<file path="src/rtl/alu_exec.sv">
// ---------------------------------------------------------------------------
// alu_exec -- multi-cycle execute unit for a small accumulator-style datapath.
//
// Accepts one operation at a time. An operation runs through a short FSM:
//   IDLE -> FETCH -> CALC -> DONE -> IDLE        (LOAD/ADD/ADDI/SUB/SUBI/
//                                                  CLEAR/DISPLAY)
//   IDLE -> FETCH -> MULT (16 cycles) -> DONE -> IDLE   (MUL)
// FETCH waits one cycle for the registered memory read. At the end of FETCH
// the memory operands are captured. MUL is a serial shift-add that handles
// one multiplier bit per cycle.
//
// Parameters
//   IMM_W            width of the two's-complement immediate (must be < 16)
//
// Ports
//   clk              single clock, rising edge
//   rst              synchronous active-high reset
//   opPronta         start request, sampled only in IDLE
//   opcode[2:0]      LOAD=000 ADD=001 ADDI=010 SUB=011 SUBI=100 MUL=101
//                    CLEAR=110 DISPLAY=111
//   imm[IMM_W-1:0]   immediate operand, sign-extended to 16 bits
//   v1RAM, v2RAM     16-bit operands read from memory
//   valorGuardarRAM  result word. It holds its value from one DONE to the next.
//   escrever         write-back enable, one-cycle pulse in DONE
//   pronto           completion pulse, high for the DONE cycle
//   ocupado          busy, high in every state except IDLE
//   overflow         signed overflow of ADD/ADDI/SUB/SUBI. It holds its value
//                    from one DONE to the next.
// ---------------------------------------------------------------------------
module alu_exec #(
  parameter int IMM_W = 7
) (
  input  logic             clk,
  input  logic             rst,
  input  logic             opPronta,
  input  logic [2:0]       opcode,
  input  logic [IMM_W-1:0] imm,
  input  logic [15:0]      v1RAM,
  input  logic [15:0]      v2RAM,
  output logic [15:0]      valorGuardarRAM,
  output logic             escrever,
  output logic             pronto,
  output logic             ocupado,
  output logic             overflow
);

  typedef enum logic [2:0] {
    S_IDLE,
    S_FETCH,
    S_CALC,
    S_MULT,
    S_DONE
  } state_t;

  localparam logic [2:0] OP_LOAD    = 3'b000;
  localparam logic [2:0] OP_ADD     = 3'b001;
  localparam logic [2:0] OP_ADDI    = 3'b010;
  localparam logic [2:0] OP_SUB     = 3'b011;
  localparam logic [2:0] OP_SUBI    = 3'b100;
  localparam logic [2:0] OP_MUL     = 3'b101;
  localparam logic [2:0] OP_CLEAR   = 3'b110;
  localparam logic [2:0] OP_DISPLAY = 3'b111;

  state_t      state;
  logic [2:0]  op_r;      // opcode latched at acceptance
  logic [15:0] imm_r;     // sign-extended immediate latched at acceptance
  logic [15:0] a_r;       // operand A (v1RAM)
  logic [15:0] b_r;       // operand B (v2RAM)
  logic [15:0] acc_r;     // shift-add partial product
  logic [3:0]  cnt_r;     // multiplier bit index while in MULT

  logic [15:0] imm_ext;
  logic [15:0] calc_res;
  logic        calc_ovf;
  logic        calc_wr;
  logic [15:0] mul_next;

  // -------------------------------------------------------------------------
  // Combinational datapath
  // -------------------------------------------------------------------------
  // NOTE: every signal assigned in this block gets a default first. A path
  // that leaves a signal unassigned would infer a latch.
  always_comb begin
    imm_ext  = {{(16-IMM_W){imm[IMM_W-1]}}, imm};
    calc_res = 16'h0000;
    calc_ovf = 1'b0;
    calc_wr  = 1'b1;

    unique case (op_r)
      OP_LOAD: calc_res = imm_r;
      OP_ADD: begin
        calc_res = a_r + b_r;
        // Addition overflows when both operands have the same sign and the
        // result has a different sign.
        calc_ovf = (a_r[15] == b_r[15]) && (calc_res[15] != a_r[15]);
      end
      OP_ADDI: begin
        calc_res = a_r + imm_r;
        calc_ovf = (a_r[15] == imm_r[15]) && (calc_res[15] != a_r[15]);
      end
      OP_SUB: begin
        calc_res = a_r - b_r;
        // Subtraction overflows when the operands have different signs and
        // the result sign differs from the minuend.
        calc_ovf = (a_r[15] != b_r[15]) && (calc_res[15] != a_r[15]);
      end
      OP_SUBI: begin
        calc_res = a_r - imm_r;
        calc_ovf = (a_r[15] != imm_r[15]) && (calc_res[15] != a_r[15]);
      end
      OP_CLEAR: begin
        calc_res = 16'h0000;
        calc_wr  = 1'b0;
      end
      OP_DISPLAY: begin
        calc_res = a_r;
        calc_wr  = 1'b0;
      end
      default: calc_res = 16'h0000;  // OP_MUL never reaches CALC
    endcase

    // One shift-add step. Bit cnt_r of the multiplier adds A << cnt_r to the
    // partial product. Bits shifted past bit 15 are dropped, which gives the
    // product modulo 2^16.
    mul_next = acc_r + (imm_r[cnt_r] ? (a_r << cnt_r) : 16'h0000);
  end

  // -------------------------------------------------------------------------
  // FSM and registered outputs
  // -------------------------------------------------------------------------
  // NOTE: state is assigned non-blocking only. All registers then update
  // together on the edge, whatever order the statements are in.
  always_ff @(posedge clk) begin
    if (rst) begin
      state           <= S_IDLE;
      op_r            <= 3'b000;
      imm_r           <= 16'h0000;
      a_r             <= 16'h0000;
      b_r             <= 16'h0000;
      acc_r           <= 16'h0000;
      cnt_r           <= 4'd0;
      valorGuardarRAM <= 16'h0000;
      escrever        <= 1'b0;
      pronto          <= 1'b0;
      ocupado         <= 1'b0;
      overflow        <= 1'b0;
    end else begin
      // Pulses are low unless the transition into DONE raises them.
      pronto   <= 1'b0;
      escrever <= 1'b0;

      unique case (state)
        S_IDLE: begin
          if (opPronta) begin
            op_r    <= opcode;
            imm_r   <= imm_ext;
            ocupado <= 1'b1;
            state   <= S_FETCH;
          end
        end

        S_FETCH: begin
          // The memory read data becomes valid during this cycle.
          a_r   <= v1RAM;
          b_r   <= v2RAM;
          acc_r <= 16'h0000;
          cnt_r <= 4'd0;
          state <= (op_r == OP_MUL) ? S_MULT : S_CALC;
        end

        S_CALC: begin
          valorGuardarRAM <= calc_res;
          overflow        <= calc_ovf;
          escrever        <= calc_wr;
          pronto          <= 1'b1;
          state           <= S_DONE;
        end

        S_MULT: begin
          acc_r <= mul_next;
          cnt_r <= cnt_r + 4'd1;
          if (cnt_r == 4'd15) begin
            valorGuardarRAM <= mul_next;
            overflow        <= 1'b0;
            escrever        <= 1'b1;
            pronto          <= 1'b1;
            state           <= S_DONE;
          end
        end

        S_DONE: begin
          ocupado <= 1'b0;
          state   <= S_IDLE;
        end

        default: begin
          ocupado <= 1'b0;
          state   <= S_IDLE;
        end
      endcase
    end
  end

endmodule

</file>
<file path="config.mk">
export PLATFORM = sky130hd
export DESIGN_NAME = alu_exec
export DESIGN_NICKNAME = d
export VERILOG_FILES = /design/src/rtl/alu_exec.sv
export SDC_FILE = /design/constraint.sdc
export NUM_CORES = 1
export LEC_CHECK = 0
export CAP_MARGIN = 20
export CORE_MARGIN = 4
export CORE_UTILIZATION = 40
export DETAILED_ROUTE_END_ITERATION = 16
export GPL_TIMING_DRIVEN = 0
export SLEW_MARGIN = 20
export SYNTH_ARGS = -nofsm -noshare
export SYNTH_HDL_FRONTEND = slang
export SYNTH_SLANG_ARGS = --single-unit
</file>
<file path="constraint.sdc">
create_clock -name clk -period 8.3 [get_ports clk]
set_clock_uncertainty 0.05 [all_clocks]
set_input_delay 1.66 -clock clk [delete_from_list [all_inputs] [get_ports clk]]
set_output_delay 1.66 -clock clk [all_outputs]
set_load 0.02 [all_outputs]
</file>
== After elaboration in Yosys (flattened, before gate mapping) ==
Index checks and enable logic that the tools add are counted.

* Bits in registers: 85
* Bits of input ports: 45

* Bitwise operators: 1
* Order comparisons: 1
* Reduce and logical (&&, ||, !) cells: 14
* Equal/unequal tests: 21
* Add/sub/neg operators: 6
* Shift-type cells: 1
* Multiplexer cells: 21

{| class="wikitable"
|+ Operators by type and width
! kind !! number
|-
| 16-bit case mux with 6 select lines || 1
|-
| 16-bit case mux with 2 select lines || 2
|-
| 16-bit adder || 3
|-
| 16-bit two-way mux || 2
|-
| 16-bit subtractor || 2
|-
| 16-bit by 4-bit left shift with 16-bit output || 1
|-
| 3-bit by 2-bit equality test with 1-bit output (second input constant) || 4
|-
| 3-bit equality test (second input constant) || 4
|-
| 3-bit case mux with 4 select lines || 1
|-
| 1-bit case mux with 2 select lines || 4
|-
| 4-bit case mux with 2 select lines || 1
|-
| 2-bit AND reduction || 4
|-
| 3-bit by 1-bit equality test with 1-bit output (second input constant) || 2
|-
| 3-bit zero test || 2
|-
| 1-bit two-way mux || 6
|-
| 3-bit two-way mux || 2
|-
| 1-bit inequality test || 6
|-
| 4-bit by 5-bit < comparator with 1-bit output (second input constant) || 1
|-
| 4-bit by 1-bit adder with 4-bit output (second input constant) || 1
|-
| 1-bit binary-select mux with 4-bit select || 1
|-
| 4-bit equality test (second input constant) || 1
|-
| 1-bit logical AND || 4
|-
| 2-bit inequality test (second input constant) || 2
|-
| 1-bit case mux with 4 select lines || 1
|-
| other kinds (5) || 7
|}

== Logic depth before layout (Yosys ltp) ==
Gate-level depths: netlist (run 1).

* Depth in word-level cells: 6
* Gate-level depth with buffers: 18

== Least setup slack after synthesis (run 1) ==
Ideal clock, no wire load.

* Path type: reg2reg
* From: reg cnt_r[0]
* To: reg valorGuardarRAM[14]
* Required time: 8122 ps
* Stages on the path, launching flop included: 18
* Arrival time: 3732 ps
* Setup slack: 4389 ps
* Cell sequence: dfxtp_1 -> buf_4 -> mux4_2 -> mux2i_1 -> or2_1 -> clkbuf_1 -> nor2_1 -> ha_1 -> fa_1 -> a21oi_1 -> o221ai_1 -> o32ai_1 -> o21ai_1 -> a21o_1 -> a21oi_1 -> xnor2_1 -> a32oi_1 -> o21ai_1

* Cells in the longest elaborated chain, start to end: 6
* Elaborated cells between the ends (all ways): 10

{| class="wikitable"
|+ Ends and longest elaborated chain
! what !! RTL line !! source
|-
| from (decl) || 70 || <nowiki>logic [3:0] cnt_r;</nowiki>
|-
| from (signal assigned) || 181 || <nowiki>cnt_r <= cnt_r + 4'd1;</nowiki>
|-
| 1-bit binary-select mux with 4-bit select || 125 || <nowiki>mul_next = acc_r + (imm_r[cnt_r] ? (a_r << cnt_r) : 16'h0000);</nowiki>
|-
| 1-bit two-way mux (implied by the code) || 125 ||
|-
| 16-bit two-way mux || 125 ||
|-
| 16-bit adder || 125 ||
|-
| 16-bit two-way mux || 182 || <nowiki>if (cnt_r == 4'd15) begin</nowiki>
|-
| 16-bit case mux with 2 select lines || 152 || <nowiki>unique case (state)</nowiki>
|-
| to (signal assigned) || 172 || <nowiki>valorGuardarRAM <= calc_res;</nowiki>
|-
| to (signal assigned) || 183 || <nowiki>valorGuardarRAM <= mul_next;</nowiki>
|-
| to (decl) || 40 || <nowiki>output logic [15:0] valorGuardarRAM,</nowiki>
|}

Several ways; a longest one is shown, not always the timed one. The select of a mux whose other input is x is not followed.
A chain may end at the register's enable or synchronous reset.

== Worst setup path in the final report (run 1) ==
Ends and elaborated chain as after synthesis.

==> summary.txt, run 1 <==
Boundary Pins: 65
Synthesis Warnings: 0
Post-synth EDFFs: 0
Vert. Die Dim: 149 µm
f_max: 218 MHz
clock-pin slew on the worst setup and hold paths: 60 ps
Post-synth top flop: dfxtp_1
post-synthesis sequential area ratio: 0.213
Layout Area Growth over Synthesis: 15.3%
GRT overflow: 0
GPL Wtd Cong: 0.911
first-pass GRT wire length: 40,900 µm
CP Launch Type: flop
max cap viols: 0
Clock Latency Late Sink: 350 ps
post_cts resized: 0
CTS buffer count: 9
Max-slew headroom: 0.363
crit path DAT: 4760 ps
share of layout cells above drive strength 1: 0.0679
Worst Setup SP: cnt_r[0]$_SDFFE_PP0P_
worst min-delay path class: reg -> reg
fillers: 2,086
synthesized flop and latch total: 85
status: complete, no violations
Clock Path Buffers: 2
DRT Pass-1 Iters: 5
largest net degree at the start of global routing: 18
RR Startpoint: cnt_r[0]$_SDFFE_PP0P_
hold_buf cts: 0
root buffer cell: clkbuf_16
RSZ-0062 raised after global routing: false
H-tree depth: 3
core area: 19,500 µm²
Routed Wire Length: 25,800 µm
hold_sp: acc_r[11]$_SDFFE_PP0P_
Die X: 149 µm
LEAKAGE: 3.56 nW
I/O Buffers: 63
crit path capture type: flop
Setup Fix Bufs, Post-CTS: 0
Worst Path Class, Setup: reg -> reg
Post-DP HPWL: 20,100 µm
n_diodes: 0
Die ar.: 22,300 µm²
syn_area_per_cell: 7.45 µm²
Vias: 7,962
placed cell count: 1,399
Peak VDD IR: 0.0000972 V
gr usage total: 0.233
Critical Path, Cell by Cell: buf_4, mux4_2, mux2i_1, or2_1, clkbuf_1, nor2_1, ha_1, fa_1, a21oi_1, o221ai_1, o32ai_1, o21ai_1, a21o_1, a21oi_1, xnor2_1, a32oi_1, o21ai_1
setup TNS: 0 ps
final worst-path cycle share: 0.552
max-slew violation count: 0
slowest CP cell: mux4_2
min cycle time layout: 4580 ps
Residual DRC: 0
vias in the first global route: 7,545
Routed wire per std cell: 18.2 µm
Synth cell types: 89
slowest cell delay on critical path: 560 ps
Post-Syn Area: 7980 µm²
Fin. Hold Viols: 0
CP max FO: 10
Initial Util: 0.409
Final Setup Violations: 0
Cells after Synth: 1,071
P per Cell Area: 138 nW/µm²
via/cell ratio: 5.63
Final #Nets: 1,271
CTS tree: done
Worst Tran Pin Value: 954 ps
initial DRC count: 499
antenna violations before repair: 0
Net Count, Synth: 1,197
fin cells: 1,413
# rows: 51
post-route antenna net violation count: 0
Async S/R FF share, synth: 0
Worst EP required: 8480 ps
CTS sink cnt: 85
-- synthesized netlist by cell type (6+ instances only) --
master | instances | area [µm²]
or4_1 | 6 | 45.0
o211ai_1 | 8 | 60.1
a31oi_1 | 7 | 43.8
nand2_1 | 159 | 597
buf_2 | 18 | 90.1
o21bai_1 | 9 | 67.6
o221ai_1 | 10 | 87.6
nor2_1 | 117 | 439
and3_1 | 7 | 43.8
o21ai_1 | 6 | 30.0
xnor2_1 | 21 | 184
nand3_1 | 12 | 60.1
a211oi_1 | 14 | 105
o21a_1 | 7 | 52.6
a21o_1 | 13 | 97.6
o22ai_1 | 12 | 75.1
dfxtp_1 | 85 | 1700
mux2i_1 | 26 | 260
xor2_1 | 14 | 123
nor2b_1 | 13 | 81.3
a311oi_1 | 10 | 87.6
or3_1 | 9 | 56.3
a22oi_1 | 13 | 97.6
o21ai_0 | 34 | 170
a221o_1 | 12 | 120
nand2b_1 | 10 | 62.6
nor3_1 | 15 | 75.1
clkbuf_1 | 45 | 169
inv_1 | 47 | 176
mux4_2 | 6 | 135
ha_1 | 76 | 951
a21oi_1 | 127 | 636
-- final cells by class --
cell class | instances | area [µm²] | share of cell area
Multi-Input combinational cell | 865 | 5800 | 0.630
Sequential cell | 85 | 1700 | 0.185
Timing Repair Buffer | 63 | 631 | 0.0685
Tap cell | 265 | 332 | 0.0360
Buffer | 72 | 307 | 0.0333
Clock buffer | 9 | 225 | 0.0245
Inverter | 49 | 184 | 0.0200
Clock inverter | 5 | 30.0 | 0.00326
-- per-layer routing --
| metal | track usage | wire length (µm) |
|---|---|---|
| met5 | 0 | 0 |
| met4 | 0.0568 | 426 |
| met3 | 0.0416 | 1620 |
| met2 | 0.400 | 12200 |
| met1 | 0.303 | 11500 |
-- stage by stage --
step           setup WS (ps)  instance area, µm²   util  power, mW  hold slack (ps)
5_1_grt                 3410                9210  0.472       1.35              442
3_5_place_dp            3760                8950  0.458      0.907              407
3_3_place_gp            3750                8950  0.458      0.904              398
6_report                3720                9210  0.472       1.27              414
2_1_floorplan           4390                7980      -      0.768              391
4_1_cts                 3730                9210  0.472       1.28              416
-- layout by cell type, fill, tap and decap left out, types with 14 or more instances in the layout --
| cell type | instances |
|---|---|
| clkdlybuf4s50_1 | 63 |
| a211oi_1 | 14 |
| nor3_1 | 15 |
| clkbuf_1 | 45 |
| nand2_1 | 159 |
| a21oi_1 | 127 |
| o21ai_0 | 34 |
| buf_2 | 18 |
| mux2i_1 | 26 |
| xor2_1 | 14 |
| nor2_1 | 117 |
| xnor2_1 | 21 |
| dfxtp_1 | 85 |
| inv_1 | 47 |
| ha_1 | 76 |
-- registers in the layout (all words and copies together), names as in the netlist --
| register | count |
|---|---|
| op_r | 3 |
| escrever | 1 |
| imm_r | 7 |
| acc_r | 16 |
| pronto | 1 |
| overflow | 1 |
| state | 3 |
| ocupado | 1 |
| valorGuardarRAM | 16 |
| cnt_r | 4 |
| b_r | 16 |
| a_r | 16 |
-- power breakdown --
group	switching [mW]	total [mW]	internal (mW)
Combinational	0.268	0.448	0.179
Clock	0.173	0.371	0.198
Sequential	0.0303	0.457	0.426
Total	0.471	1.27	0.804
-- path summary, 6_finish.rpt --
| path | end | slack (ps) | depth (start not counted) |
|---|---|---|---|
| max reg2reg | valorGuardarRAM[14]$_SDFFE_PP0P_ | 3720 | 17 |
| max | valorGuardarRAM[14]$_SDFFE_PP0P_ | 3720 | 17 |
| min | acc_r[11]$_SDFFE_PP0P_ | 410 | 2 |
| min reg2reg | acc_r[11]$_SDFFE_PP0P_ | 410 | 2 |
-- cells by family (layout without fill, tap and decap cells) --
family / Yosys count / after routing / synth area share
and+or+nand+nor: 369 / 369 / 0.201
AOI/OAI and AO/OA: 343 / 343 / 0.298
buffers and inverters: 121 / 198 / 0.0614
DFF: 85 / 85 / 0.213
adders and majority gates: 81 / 81 / 0.132
muxes: 37 / 37 / 0.0566
xor gates and xnor gates: 35 / 35 / 0.0384
-- critical path, delay by kind of cell, from the launching register on --
kind	cells	cell delay, ps
flip-flops	1	340
multiplexers	2	710
AO/OA/AOI/OAI	8	1690
buffers and inverters	2	540
adder cells (fa/ha/maj)	2	690
AND/OR/NAND/NOR	2	330
XOR/XNOR	1	110
No activity file was read; power rests on OpenSTA's default activity.
==> run 2: changes to the inputs <==
==> constraint.sdc (replaced) <==
create_clock -name clk -period 4.8 [get_ports clk]
set_clock_uncertainty 0.05 [all_clocks]
set_input_delay 0.96 -clock clk [delete_from_list [all_inputs] [get_ports clk]]
set_output_delay 0.96 -clock clk [all_outputs]
set_load 0.02 [all_outputs]
==> summary.txt, run 2 (synthesis gave the netlist of run 1 again) <==
status: complete, no violations
switching part of the total: 0.370 (about the same)
Fin. Hold Viols: 0 (unchanged)
DRT Pass-1 Iters: 5 (unchanged)
GPL Wtd Cong: 0.911 (unchanged)
Final #Nets: 1,271 (unchanged)
clock-pin slew on the worst setup and hold paths: 60 ps (about the same)
Peak VDD IR: 0.000168 V (+73%)
Clock Path Buffers: 2 (unchanged)
CTS buffer count: 9 (unchanged)
final core utilization: 0.472 (about the same)
crit path DAT: 4590 ps (-170 ps)
Die ar.: 22,300 µm² (unchanged)
core area: 19,500 µm² (unchanged)
CP Launch Type: flop
f_max: 226 MHz (+3.8%)
# rows: 51 (unchanged)
CTS sink cnt: 85 (unchanged)
Initial Util: 0.409 (unchanged)
CTS tree: done
root buffer cell: clkbuf_16
Layout Area Growth over Synthesis: 15.3% (about the same)
P_sw: 0.815 mW (+73%)
largest net degree at the start of global routing: 18 (unchanged)
Residual DRC: 0 (unchanged)
Vias: 7,971 (+0.11%)
Die X: 149 µm (unchanged)
n_diodes: 0 (unchanged)
crit path capture type: flop
max cap viols: 0 (unchanged)
initial DRC count: 499 (unchanged)
I/O Buffers: 63 (unchanged)
Sequential Power Share: 0.358 (about the same)
final worst-path cycle share: 0.920 (+0.368)
H-tree depth: 3 (unchanged)
Critical Path, Cell by Cell: buf_4, mux4_2, mux2i_1, or2_1, clkbuf_2, nor2_1, ha_1, fa_1, a21oi_1, o221ai_1, o32ai_1, o21ai_1, a21o_1, a21oi_1, xnor2_1, a32oi_1, o21ai_1
vias in the first global route: 7,545 (unchanged)
RSZ-0062 raised after global routing: false
Setup Fix Bufs, Post-CTS: 0 (unchanged)
via/cell ratio: 5.64 (+0.11%)
share of layout cells above drive strength 1: 0.0688 (+0.000871)
post-route antenna net violation count: 0 (unchanged)
Routed Wire Length: 25,800 µm (about the same)
first-pass GRT wire length: 40,900 µm (unchanged)
Boundary Pins: 65 (unchanged)
Power Internal: 1.39 mW (+73%)
worst min-delay path class: reg -> reg
min cycle time layout: 4420 ps (-166 ps)
crit-path leading delay family: compound AO/OA/AOI/OAI gates
max-slew violation count: 0 (unchanged)
antenna violations before repair: 0 (unchanged)
Clock Latency Late Sink: 350 ps (about the same)
commonest non-fill, non-tap cell in the layout: nand2_1
Buf/Inv on CP: 2 (unchanged)
Comb power frac: 0.351 (about the same)
setup TNS: 0 ps (unchanged)
LEAKAGE: 3.56 nW (about the same)
most frequent cells in the layout: nand2_1, a21oi_1, nor2_1
fillers: 2,088 (+0.096%)
Worst Path Class, Setup: reg -> reg
Post-DP HPWL: 20,100 µm (unchanged)
CP max FO: 10 (unchanged)
gr usage total: 0.233 (unchanged)
Vert. Die Dim: 149 µm (unchanged)
slowest CP cell: mux4_2
Worst EP required: 4980 ps (-3500 ps)
Routed wire per std cell: 18.2 µm (about the same)
GRT overflow: 0 (unchanged)
Max-slew headroom: 0.362 (-0.000523)
P per Cell Area: 239 nW/µm² (+73%)
Worst Tran Pin Value: 955 ps (+0.783 ps)
Final Setup Violations: 0 (unchanged)
Clock Power Share: 0.291 (about the same)
slowest cell delay on critical path: 560 ps (about the same)
[run 2: cell types whose count changed in the layout (fill, tap and decap cells not counted)]
| cell | previous run | this run |
|---|---|---|
| clkbuf_2 | 2 | 3 |
| clkbuf_1 | 45 | 44 |
[run 2: power groups by stage]
stage,Clock (mW),Sequential (mW),Combinational [mW]
final,0.641,0.790,0.774
after global routing,0.681,0.794,0.861
after CTS,0.655,0.789,0.768
after detailed placement,0,0.805,0.763
after global placement,0,0.805,0.758
after floorplan,0,0.791,0.536
[run 2: worst register-to-register path, cell delays in order (launching register included)]
cell,delay [ps]
dfxtp_1,340
buf_4,180
mux4_2,560
mux2i_1,150
or2_1,200
clkbuf_2,250
nor2_1,90
ha_1,230
fa_1,440
a21oi_1,220
o221ai_1,240
o32ai_1,410
o21ai_1,170
a21o_1,190
a21oi_1,170
xnor2_1,110
a32oi_1,210
o21ai_1,80
[run 2: routing by layer]
layer / part of all wire / GRT usage / wire length [µm] / up-vias
li1: - / - / - / 4007
met1: 0.45 / 0.303 / 11500 / 3700
met2: 0.48 / 0.400 / 12300 / 238
met3: 0.063 / 0.0416 / 1610 / 26
met4: 0.017 / 0.0568 / 426 / 0
met5: 0 / 0 / 0 / -
[run 2: final timing paths]
kind,startpoint,end,slack [ps],cells after the start
setup / recovery,cnt_r[0]$_SDFFE_PP0P_,valorGuardarRAM[14]$_SDFFE_PP0P_,380,17
hold / removal,acc_r[11]$_SDFFE_PP0P_,acc_r[11]$_SDFFE_PP0P_,410,2
setup reg to reg,cnt_r[0]$_SDFFE_PP0P_,valorGuardarRAM[14]$_SDFFE_PP0P_,380,17
hold reg to reg,acc_r[11]$_SDFFE_PP0P_,acc_r[11]$_SDFFE_PP0P_,410,2
[run 2: area by class of cell]
cell class,count,area [µm²],share of cell area
inverters,49,184,0.0200
repair buffers,63,631,0.0685
multi-input cells,865,5800,0.630
clock buffers,9,225,0.0245
clock inverters,5,30.0,0.00326
well taps,265,332,0.0360
flip-flops and latches,85,1700,0.185
plain buffers,72,308,0.0334
[run 2: through the flow]
step	total power, mW	hold slack [ps]	worst slack (ps)	area (µm²)	cells
after CTS	2.21	416	229	9210	1413
after floorplan	1.33	391	889	7980	1071
after global placement	1.56	398	250	8950	1399
after detailed placement	1.57	407	256	8950	1399
final	2.20	414	385	9210	1413
after global routing	2.34	442	80.9	9210	1413
[run 2: repair_timing]
item,4_1_cts,5_1_grt
setup endpoints to repair,0,2
hold buffers,0,0
resized for setup,0,2
==> run 3: changes to the inputs <==
--- a/config.mk
+++ b/config.mk
@@ -6,6 +6,7 @@
 export NUM_CORES = 1
 export LEC_CHECK = 0
 export CAP_MARGIN = 20
+export CORE_ASPECT_RATIO = 0.8
 export CORE_MARGIN = 4
 export CORE_UTILIZATION = 40
 export DETAILED_ROUTE_END_ITERATION = 16
==> summary.txt, run 3 (synthesis gave the netlist of run 1 again) <==
status: complete, no violations
CP max FO: 10 (unchanged)
Worst Path Class, Setup: reg -> reg
most frequent cells in the layout: nand2_1, a21oi_1, nor2_1
LEAKAGE: 3.60 nW (+1.2%)
max-slew violation count: 0 (unchanged)
GPL Wtd Cong: 0.927 (+1.8%)
Vias: 8,136 (+2.1%)
R2R Setup Slk: 270 ps (-110 ps)
depth of the most critical reg-to-reg path: 17 (unchanged)
GRT overflow: 0 (unchanged)
CP Launch Type: flop
Worst Setup EP: valorGuardarRAM[14]$_SDFFE_PP0P_
Die X: 166 µm (+11%)
core area: 19,300 µm² (-1.1%)
crit-path leading delay family: compound AO/OA/AOI/OAI gates
max cap viols: 0 (unchanged)
Final #Nets: 1,273 (+0.16%)
Die ar.: 22,300 µm² (about the same)
multi-input logic area: 5820 µm² (+0.43%)
Routed Wire Length: 27,300 µm (+5.7%)
I/O Buffers: 63 (unchanged)
antenna violations before repair: 0 (unchanged)
CTS sink cnt: 85 (unchanged)
slowest cell delay on critical path: 490 ps (-70 ps)
RR Startpoint: cnt_r[1]$_SDFFE_PP0P_
final worst-path cycle share: 0.943 (+0.0232)
Post-DP HPWL: 21,300 µm (+5.9%)
Worst EP required: 4980 ps (about the same)
# rows: 45 (-12%)
initial DRC count: 784 (+57%)
slowest CP cell: buf_1
Initial Util: 0.413 (+0.00453)
Placed Area: 8950 µm² (about the same)
CTS tree: done
Routed wire per std cell: 19.3 µm (+5.9%)
Vert. Die Dim: 134 µm (-10%)
post-route antenna net violation count: 0 (unchanged)
gr usage total: 0.239 (+0.00577)
Critical Path, Cell by Cell: buf_2, buf_1, mux2_2, o21ai_0, nor2_1, a211oi_1, a211oi_1, ha_1, a211oi_1, inv_1, o32ai_4, o21ai_1, a21o_1, a21oi_1, xnor2_1, a32oi_1, o21ai_1
Layout Area Growth over Synthesis: 16.5%
n_diodes: 0 (unchanged)
CTS buffer count: 9 (unchanged)
Max-slew headroom: 0.449 (+0.0868)
DRT Pass-1 Iters: 5 (unchanged)
H-tree depth: 3 (unchanged)
Clock Latency Late Sink: 350 ps (about the same)
commonest non-fill, non-tap cell in the layout: nand2_1
Clock Path Buffers: 2 (unchanged)
Worst Tran Pin Value: 825 ps (-130 ps)
Worst Setup SP: cnt_r[1]$_SDFFE_PP0P_
Worst path most repeated cell: a211oi_1
setup TNS: 0 ps (unchanged)
vias in the first global route: 7,395 (-2.0%)
crit path DAT: 4710 ps (+120 ps)
worst min-delay path class: reg -> reg
Fin. Hold Viols: 0 (unchanged)
min cycle time layout: 4530 ps (+111 ps)
Boundary Pins: 65 (unchanged)
P per Cell Area: 252 nW/µm² (+5.1%)
first-pass GRT wire length: 42,500 µm (+3.8%)
Final Setup Violations: 0 (unchanged)
clock-pin slew on the worst setup and hold paths: 70 ps (about the same)
Critical R2R Capture: valorGuardarRAM[14]$_SDFFE_PP0P_
Buf/Inv on CP: 3 (+1)
crit path capture type: flop
Finished Cell Area: 9300 µm² (+1.0%)
share of layout cells above drive strength 1: 0.0747 (+0.00584)
Residual DRC: 0 (unchanged)
f_max: 221 MHz (-2.5%)
WP depth: 17 (unchanged)
Peak VDD IR: 0.000167 V (-0.41%)
via/cell ratio: 5.77 (+2.3%)
root buffer cell: clkbuf_16
largest net degree at the start of global routing: 18 (unchanged)
Seq. cell area: 1700 µm² (about the same)
fillers: 1,948 (-6.7%)
## run 3: area by class of cell
class | count | share of cell area
inverter | 49 | 0.0198
sequential | 85 | 0.183
tap | 258 | 0.0347
buffer | 72 | 0.0331
timing repair buffer | 65 | 0.0691
clock buffer | 11 | 0.0272
clock inverter | 5 | 0.00699
multi-input combinational | 865 | 0.626
## run 3: how the worst min path moves through the flow
stage                      startpoint                      to  slack, ps  cells past startpoint
3_5_place_dp    acc_r[5]$_SDFFE_PP0P_   acc_r[5]$_SDFFE_PP0P_        400                      2
2_1_floorplan   acc_r[0]$_SDFFE_PP0P_   acc_r[0]$_SDFFE_PP0P_        390                      2
4_1_cts         acc_r[5]$_SDFFE_PP0P_   acc_r[5]$_SDFFE_PP0P_        410                      2
3_3_place_gp    acc_r[0]$_SDFFE_PP0P_   acc_r[0]$_SDFFE_PP0P_        400                      2
5_1_grt         acc_r[4]$_SDFFE_PP0P_   acc_r[4]$_SDFFE_PP0P_        430                      2
6_report       acc_r[12]$_SDFFE_PP0P_  acc_r[12]$_SDFFE_PP0P_        420                      2
## run 3: worst reg2reg max path: stages, from the launching register on
cell	delay [ps]
dfxtp_1	330
buf_2	270
buf_1	490
mux2_2	410
o21ai_0	220
nor2_1	100
a211oi_1	310
a211oi_1	120
ha_1	380
a211oi_1	280
inv_1	120
o32ai_4	250
o21ai_1	150
a21o_1	200
a21oi_1	180
xnor2_1	180
a32oi_1	270
o21ai_1	100
## run 3: metal layers
layer,vias to the layer above,GRT usage,share of wire
met5,-,0,0
met1,3757,0.367,0.50
met4,0,0.0628,0.021
met3,32,0.0522,0.090
met2,344,0.332,0.39
li1,4003,-,-
## run 3: per-stage QoR
stage          setup WS [ps]  hold WS [ps]  power, mW   util  std cells
6_report                 274           417       2.34  0.482       1410
5_1_grt                -22.9           435       2.46  0.482       1410
3_3_place_gp           -50.9           401       1.57  0.463       1392
3_5_place_dp           -71.4           405       1.58  0.463       1393
2_1_floorplan            889           391       1.33      -       1071
4_1_cts                 60.6           414       2.33  0.480       1409
## run 3: timing repair
item                       in CTS  in global routing
hold buffers                    0                  0
setup buffers                   0                  1
setup endpoints to repair       1                  4
pin swaps                       0                  1
resized for setup               1                  6
## run 3: power by group
part / switching, mW / internal [mW]
logic: 0.473 / 0.312
clock network: 0.322 / 0.438
registers: 0.0592 / 0.737
total: 0.855 / 1.49
